==> src/rtl/four_bit_adder_if.sv <==
// four_bit_adder_if: scalar operand, carry-in and result bits of a registered nibble adder
interface four_bit_adder_if;
  logic a0, a1, a2, a3;
  logic b0, b1, b2, b3;
  logic c0;
  logic r0, r1, r2, r3, r4;
  modport master (output a0, a1, a2, a3, b0, b1, b2, b3, c0, input r0, r1, r2, r3, r4);
  modport slave (input a0, a1, a2, a3, b0, b1, b2, b3, c0, output r0, r1, r2, r3, r4);
endinterface

==> src/rtl/four_bit_adder.sv <==
// four_bit_adder: registered 4-bit ripple-carry adder; clk, rst_n (sync active-low), bus carries a0..a3, b0..b3, c0 in and r0..r4 out
module four_bit_adder (
  input logic clk,
  input logic rst_n,
  four_bit_adder_if.slave bus
);
  logic [3:0] a, b, s;
  logic [4:0] c, r;
  assign a = {bus.a3, bus.a2, bus.a1, bus.a0};
  assign b = {bus.b3, bus.b2, bus.b1, bus.b0};
  assign c[0] = bus.c0;
  for (genvar i = 0; i < 4; i++) begin : g_fa
    assign s[i] = a[i] ^ b[i] ^ c[i];
    assign c[i+1] = a[i] & b[i] | a[i] & c[i] | b[i] & c[i];
  end
  always_ff @(posedge clk)
    r <= rst_n ? {c[4], s} : 5'd0;
  assign {bus.r4, bus.r3, bus.r2, bus.r1, bus.r0} = r;
endmodule

==> src/flat_wrapper.sv <==
// flat-port wrapper written by rule: the top's interface ports become plain ports
module four_bit_adder_flat 
  (clk, rst_n, bus_a0, bus_a1, bus_a2, bus_a3, bus_b0, bus_b1, bus_b2, bus_b3, bus_c0, bus_r0, bus_r1, bus_r2, bus_r3, bus_r4);
  four_bit_adder_if bus_i ();
  input logic clk;
  input logic rst_n;
  input wire logic [$bits(bus_i.a0)-1:0] bus_a0;
  input wire logic [$bits(bus_i.a1)-1:0] bus_a1;
  input wire logic [$bits(bus_i.a2)-1:0] bus_a2;
  input wire logic [$bits(bus_i.a3)-1:0] bus_a3;
  input wire logic [$bits(bus_i.b0)-1:0] bus_b0;
  input wire logic [$bits(bus_i.b1)-1:0] bus_b1;
  input wire logic [$bits(bus_i.b2)-1:0] bus_b2;
  input wire logic [$bits(bus_i.b3)-1:0] bus_b3;
  input wire logic [$bits(bus_i.c0)-1:0] bus_c0;
  output wire logic [$bits(bus_i.r0)-1:0] bus_r0;
  output wire logic [$bits(bus_i.r1)-1:0] bus_r1;
  output wire logic [$bits(bus_i.r2)-1:0] bus_r2;
  output wire logic [$bits(bus_i.r3)-1:0] bus_r3;
  output wire logic [$bits(bus_i.r4)-1:0] bus_r4;
  assign bus_i.a0 = bus_a0;
  assign bus_i.a1 = bus_a1;
  assign bus_i.a2 = bus_a2;
  assign bus_i.a3 = bus_a3;
  assign bus_i.b0 = bus_b0;
  assign bus_i.b1 = bus_b1;
  assign bus_i.b2 = bus_b2;
  assign bus_i.b3 = bus_b3;
  assign bus_i.c0 = bus_c0;
  assign bus_r0 = bus_i.r0;
  assign bus_r1 = bus_i.r1;
  assign bus_r2 = bus_i.r2;
  assign bus_r3 = bus_i.r3;
  assign bus_r4 = bus_i.r4;
  four_bit_adder u_core (.clk(clk), .rst_n(rst_n), .bus(bus_i));
endmodule
==> config.mk <==
export PLATFORM = sky130hd
export DESIGN_NAME = four_bit_adder_flat
export DESIGN_NICKNAME = d
export VERILOG_FILES = /design/src/rtl/four_bit_adder_if.sv /design/src/rtl/four_bit_adder.sv /design/src/flat_wrapper.sv
export SDC_FILE = /design/constraint.sdc
export NUM_CORES = 1
export LEC_CHECK = 0
export ABC_AREA = 1
export CORE_AREA = 2 2 39 41
export CTS_CLUSTER_SIZE = 30
export DETAILED_ROUTE_END_ITERATION = 6
export DIE_AREA = 0 0 41 43
export GPL_TIMING_DRIVEN = 0
export PLACE_DENSITY_LB_ADDON = 0.12
export SYNTH_ARGS = -nofsm -noshare
export SYNTH_HDL_FRONTEND = slang
export SYNTH_SLANG_ARGS = --single-unit
==> constraint.sdc <==
create_clock -name clk -period 4.8 [get_ports clk]
set_clock_uncertainty 0.1 [all_clocks]
set_input_delay 0.72 -clock clk [delete_from_list [all_inputs] [get_ports clk]]
set_output_delay 0.72 -clock clk [all_outputs]
set_load 0.02 [all_outputs]
== Word level (Yosys, flattened, before mapping) ==
Index checks and enable logic that the tools add are counted.
W data, S select, Z words.

* Register bits after elaboration: 5
* Input port bits: 11
* Logic and storage cells: 29

* Bitwise operators: 28

{| class="wikitable"
|+ Operator list
! cell !! count
|-
| $and A1 B1 Y1 || 12
|-
| $or A1 B1 Y1 || 8
|-
| $xor A1 B1 Y1 || 8
|}

== Depth between registers and ports, before layout ==
Gate-level depths: netlist (run 1).

* Depth in word-level cells: 12
* Gate-level depth with buffers: 8

== Worst setup path after synthesis (run 1) ==
Ideal clock, no wire load.

* Path kind: input port to flip-flop
* Start point: input bus_c0
* End point: register u_core.r[3]
* Setup time: 0.064 ns
* Arrival time: 2.253 ns
* Required time: 4.636 ns
* Setup slack: 2.383 ns
* Stages on the path: 8
* Buffers on the path: 0
* Cell sequence: inv_1 -> fa_1 -> inv_1 -> fa_1 -> fa_1 -> inv_1 -> fa_1 -> nor2_1

* Cells in the longest elaborated chain, start to end: 10

{| class="wikitable"
|+ RTL lines
! item !! RTL line !! text
|-
| start, declared || flat_wrapper.sv:15 || <nowiki>input wire logic [$bits(bus_i.c0)-1:0] bus_c0;</nowiki>
|-
| $and A1 B1 Y1 || four_bit_adder.sv:14 || <nowiki>assign c[i+1] = a[i] & b[i] | a[i] & c[i] | b[i] & c[i];</nowiki>
|-
| $or A1 B1 Y1 || four_bit_adder.sv:14 ||
|-
| $or A1 B1 Y1 (*) || four_bit_adder.sv:14 ||
|-
| $and A1 B1 Y1 || four_bit_adder.sv:14 ||
|-
| $or A1 B1 Y1 || four_bit_adder.sv:14 ||
|-
| $or A1 B1 Y1 (*) || four_bit_adder.sv:14 ||
|-
| $and A1 B1 Y1 || four_bit_adder.sv:14 ||
|-
| $or A1 B1 Y1 || four_bit_adder.sv:14 ||
|-
| $or A1 B1 Y1 (*) || four_bit_adder.sv:14 ||
|-
| $xor A1 B1 Y1 (*) || four_bit_adder.sv:13 || <nowiki>assign s[i] = a[i] ^ b[i] ^ c[i];</nowiki>
|-
| end signal, assigned || four_bit_adder.sv:17 || <nowiki>r <= rst_n ? {c[4], s} : 5'd0;</nowiki>
|-
| end, declared || four_bit_adder.sv:8 || <nowiki>logic [4:0] c, r;</nowiki>
|}

Every way passes the cells marked *; elsewhere a longest branch is shown, timed or not.
A chain may end at the register's enable or synchronous reset.

== Final worst setup path (run 1) ==
Same ends and word-level chain as after synthesis.

==> results of run 1 <==
-- worst paths after layout --
kind | end | slack [ns] | depth (start not counted)
setup / recovery | u_core.r[3] | 2.12 | 9
hold / removal | u_core.r[2] | 0.99 | 3
-- where the power goes --
part	internal (mW)	switching (mW)
Sequential	0.0464	0.00104
Combinational	0.0194	0.0150
Clock	0.0313	0.0157
Total	0.0972	0.0317
-- area by class of cell --
cell class                 count  area [um^2]
fill                         155        950.9
timing repair buffer          15        150.1
clock buffer                   4        26.28
inverter                      10        37.54
multi-input combinational      9        98.84
tap                           16        20.02
sequential                     5        100.1
-- per-layer routing --
metal / GRT usage, % / up-vias
li1: - / 100
met1: 2.632 / 85
met2: 10.00 / 9
met3: 0 / 0
met4: 10.00 / 0
met5: 0 / -
-- stage by stage --
step,cell area [um^2],setup slack [ns]
after CTS,432.9,2.112
final,432.9,2.123
after global routing,432.9,1.994
after global placement,406.6,1.905
after detailed placement,406.6,1.860
after floorplan,236.5,2.383
-- kinds of logic after synthesis --
| group | share of synthesized area [%] |
|---|---|
| DFF | 42.33 |
| adders and majority gates | 33.86 |
| and+or+nand+nor | 7.937 |
| buffers and inverters | 15.87 |
-- cell usage in the layout, fill, tap and decap left out --
master	Yosys	final
inv_1	9	9
clkdlybuf4s50_1	0	15
nor2_1	3	3
clkbuf_1	0	1
fa_1	4	4
dfxtp_1	5	5
inv_2	1	1
nand2_1	2	2
clkbuf_4	0	3
==> metrics.txt, run 1 <==
mapped cell area=236.5 um^2; Most Frequent Cell on Critical Path=fa_1; crit path DAT=2.75 ns; slew margin rel.=85.89%; nets=59; cell taking the most area after synthesis=dfxtp_1; first-pass GRT wire length=579 um; IO buf count=15; CP endpoint kind=flop; leakage power=0.2107 nW; Most used DFF post-synth=dfxtp_1; delay-heaviest family, CP=adder cells; peak supply drop=0.00006330 V; Area growth, synth to finish=83.07%; remaining antenna violation count after routing=0; RSZ-0062 raised after global routing=no; critical path cell sequence=clkdlybuf4s50_1 > inv_1 > fa_1 > inv_1 > fa_1 > fa_1 > inv_1 > fa_1 > nor2_1; via count of the routed design=194; pin count of the biggest net entering global routing=4; maximum root-to-sink buffer count=2; H-tree Lvls=1; status=finished clean; worst path bufs/invs=4; Avg Synthesized Cell Area=9.853 um^2; Post-synth EDFFs=0; starting density of the core=17.09%; antenna violations before repair=0; total gr overflow=0; drt first pass iters=1; DRC=0; crit-path max FO=1; pwr/cell area=297.7 mW/mm^2; Seq/Total Area, Yosys=42.33%; fin crit share=55.77%; synth cell count leaders=inv_1, dfxtp_1, fa_1; hold_buf cts=0; postcts setup bufs=0; Cell variety after synth=6; Inst Count DP=55; io pins=16; Vias/cell=3.288; Yosys warnings=0; DR iter-0 viols=0; critical path launch point=bus_c0; met2 WL=220 um; routed length per instance=6.237 um; row count=14; CP max stage delay=0.41 ns; Pins Over Slew Limit=0; setup violators final=0; met3 wire length=35 um; worst slew pin tran=0.2110 ns; required time worst endpoint=4.88 ns; die height=43 um; CP startpoint kind=input pin; CORE AREA=0.001384 mm^2; vias in the first global route=204; CTS Root Cell=clkbuf_4; Core Util, Final=31.28%; sum of negative setup slack=0 ns; clock sink count=5; Final Instance Count excl. Fillers=59; post-cts resize count=0; Worst Hold Class=in -> reg; largest register by flop count=u_core.r; die area=0.001763 mm^2; Worst Hold Launch=rst_n; TritonCTS Buffers=3; min Tclk post-route=2.677 ns; Max Freq=373.6 MHz; top flop regs=u_core.r x5; cell with the most instances after synthesis=inv_1; number of flip-flops under the largest register name=5; Seq cells post-synth=5; routed metal-1 wirelength=111 um; synth top area cells=dfxtp_1, fa_1, inv_1; total power after layout=0.1289 mW; Inserted Diodes=0; Reg clk slew, reported paths=0.04 ns; DRT Wirelength=368 um; Max Cap Viol=0; hold slack=0.9887 ns; Final Hold Vio Count=0; share of layout cells above drive strength 1=9.302%; syn_nets=39; Synth top area share=42.33%; Post-Syn Instances=24; WS Path Type=in -> reg; max layer used=met3; DP Wirelength=338.2 um; Crit-path slowest cell=fa_1; GPL Wtd Cong=0.6029; Tot GR Track Use=5.561%; die width=41 um; CTS tree=done; async set-reset flop share out of synthesis=0%
(Power assumes the default switching activity.)
==> run 2: changes to the inputs <==
==> constraint.sdc (replaced) <==
create_clock -name clk -period 2.2 [get_ports clk]
set_clock_uncertainty 0.1 [all_clocks]
set_input_delay 0.33 -clock clk [delete_from_list [all_inputs] [get_ports clk]]
set_output_delay 0.33 -clock clk [all_outputs]
set_load 0.02 [all_outputs]
==> metrics.txt, run 2 (same netlist as run 1, synthesis figures left out) <==
status=finished clean; starting density of the core=17.09%; peak supply drop=0.0001391 V; remaining antenna violation count after routing=0; TritonCTS Buffers=3; routed length per instance=6.305 um; maximum root-to-sink buffer count=2; Inst Count DP=55; pwr/cell area=647.2 mW/mm^2; Worst Slack Setup Final=0.1303 ns; Worst Hold Launch=bus_b0; Area growth, synth to finish=84.66%; fin area=436.7 um^2; RSZ-0062 raised after global routing=no; Tot GR Track Use=5.258%; min Tclk post-route=2.070 ns; Vias/cell=3.254; Max Cap Viol=0; required time worst endpoint=2.27 ns; Fill cells=156; CORE AREA=0.001384 mm^2; Final Hold Vio Count=0; crit-path max FO=1; die width=41 um; antenna violations before repair=0; sum of negative setup slack=0 ns; Final Instance Count excl. Fillers=59; Setup WS pre-CTS=-0.3498 ns; die area=0.001763 mm^2; Min-Delay Endpoint=u_core.r[0]; CP startpoint kind=input pin; drt first pass iters=1; row count=14; Reg clk slew, reported paths=0.04 ns; CTS Root Cell=clkbuf_4; WS Path Type=in -> reg; io pins=16; DRT Wirelength=372 um; most frequent cells in the layout=clkdlybuf4s50_1, inv_2, dfxtp_1; worst slew pin tran=0.2109 ns; vias in the first global route=200; crit path DAT=2.14 ns; total gr overflow=0; DRC=0; clock sink count=5; DR iter-0 viols=0; CTS tree=done; setup violators final=0; share of layout cells above drive strength 1=27.91%; number of flip-flops under the largest register name=5; Inserted Diodes=0; leakage power=0.2069 nW; top flop regs=u_core.r x5; H-tree Lvls=1; most common cell after layout, fill and taps aside=clkdlybuf4s50_1; GPL Wtd Cong=0.6029; largest register by flop count=u_core.r; DP Wirelength=338.2 um; pin count of the biggest net entering global routing=4; fin crit share=94.08%; nets=59; first-pass GRT wire length=545 um; IO buf count=15; hold slack=0.5439 ns; dpl cell area=406.6 um^2; via count of the routed design=192; Pins Over Slew Limit=0; Hold Path Stages=4; Max Freq=483.2 MHz; CP endpoint kind=flop; slew margin rel.=85.89%; die height=43 um; Worst Hold Class=in -> reg
==> run 2: cell count changes in the layout (fill, tap and decap cells not counted) <==
cell             before  now
fa_2                  0    3
fa_1                  4    1
clkdlybuf4s50_1      15   12
inv_2                 1    6
inv_1                 9    4
dlygate4sd2_1         0    3
==> run 2: where the power goes <==
| part | internal [mW] | switching [mW] | total, mW |
|---|---|---|---|
| Combinational | 0.0421 | 0.0345 | 0.0766 |
| Sequential | 0.101 | 0.00227 | 0.104 |
| Clock | 0.0683 | 0.0340 | 0.102 |
==> run 2: worst max-delay path, stage by stage <==
cell and delay [ns]:
dlygate4sd2_1 0.24, inv_2 0.06, fa_2 0.19, inv_2 0.04, fa_2 0.35, fa_2 0.36
inv_2 0.07, fa_1 0.41, nor2_1 0.09
==> run 2: area by class of cell <==
class                      instances  area (um^2)  area share (%)
inverter                          10        37.54           8.596
clock buffer                       4        26.28           6.017
multi-input combinational          9        106.4           24.36
timing repair buffer              15        146.4           33.52
sequential                         5        100.1           22.92
tap                               16        20.02           4.585
==> run 2: how the worst max path moves through the flow <==
stage / startpoint / to / cells past startpoint
floorplan: bus_c0 / u_core.r[3] / 8
global placement: bus_c0 / u_core.r[3] / 9
detailed placement: bus_c0 / u_core.r[3] / 9
CTS: bus_c0 / u_core.r[3] / 9
global route: bus_c0 / u_core.r[3] / 9
finish: bus_c0 / u_core.r[3] / 9
==> run 2: through the flow <==
stage,power [mW],utilization [%]
after global routing,0.2992,31.56
after CTS,0.2911,31.56
after detailed placement,0.1817,29.39
after floorplan,0.1384,-
final,0.2826,31.56
after global placement,0.1804,29.39
==> run 2: timing repair <==
action | in CTS | in global routing
gates resized for setup | 11 | 0
hold buffers | 0 | 0
endpoints found under the setup margin | 1 | 0
buffers inserted | 0 | 0
==> run 2: metal layers <==
metal / share of wire, % / vias to the layer above / GRT usage (%)
li1: - / 99 / -
met1: 30 / 84 / 1.974
met2: 60 / 9 / 9.688
met3: 9.4 / 0 / 0
met4: 0 / 0 / 10.00
met5: 0 / - / 0
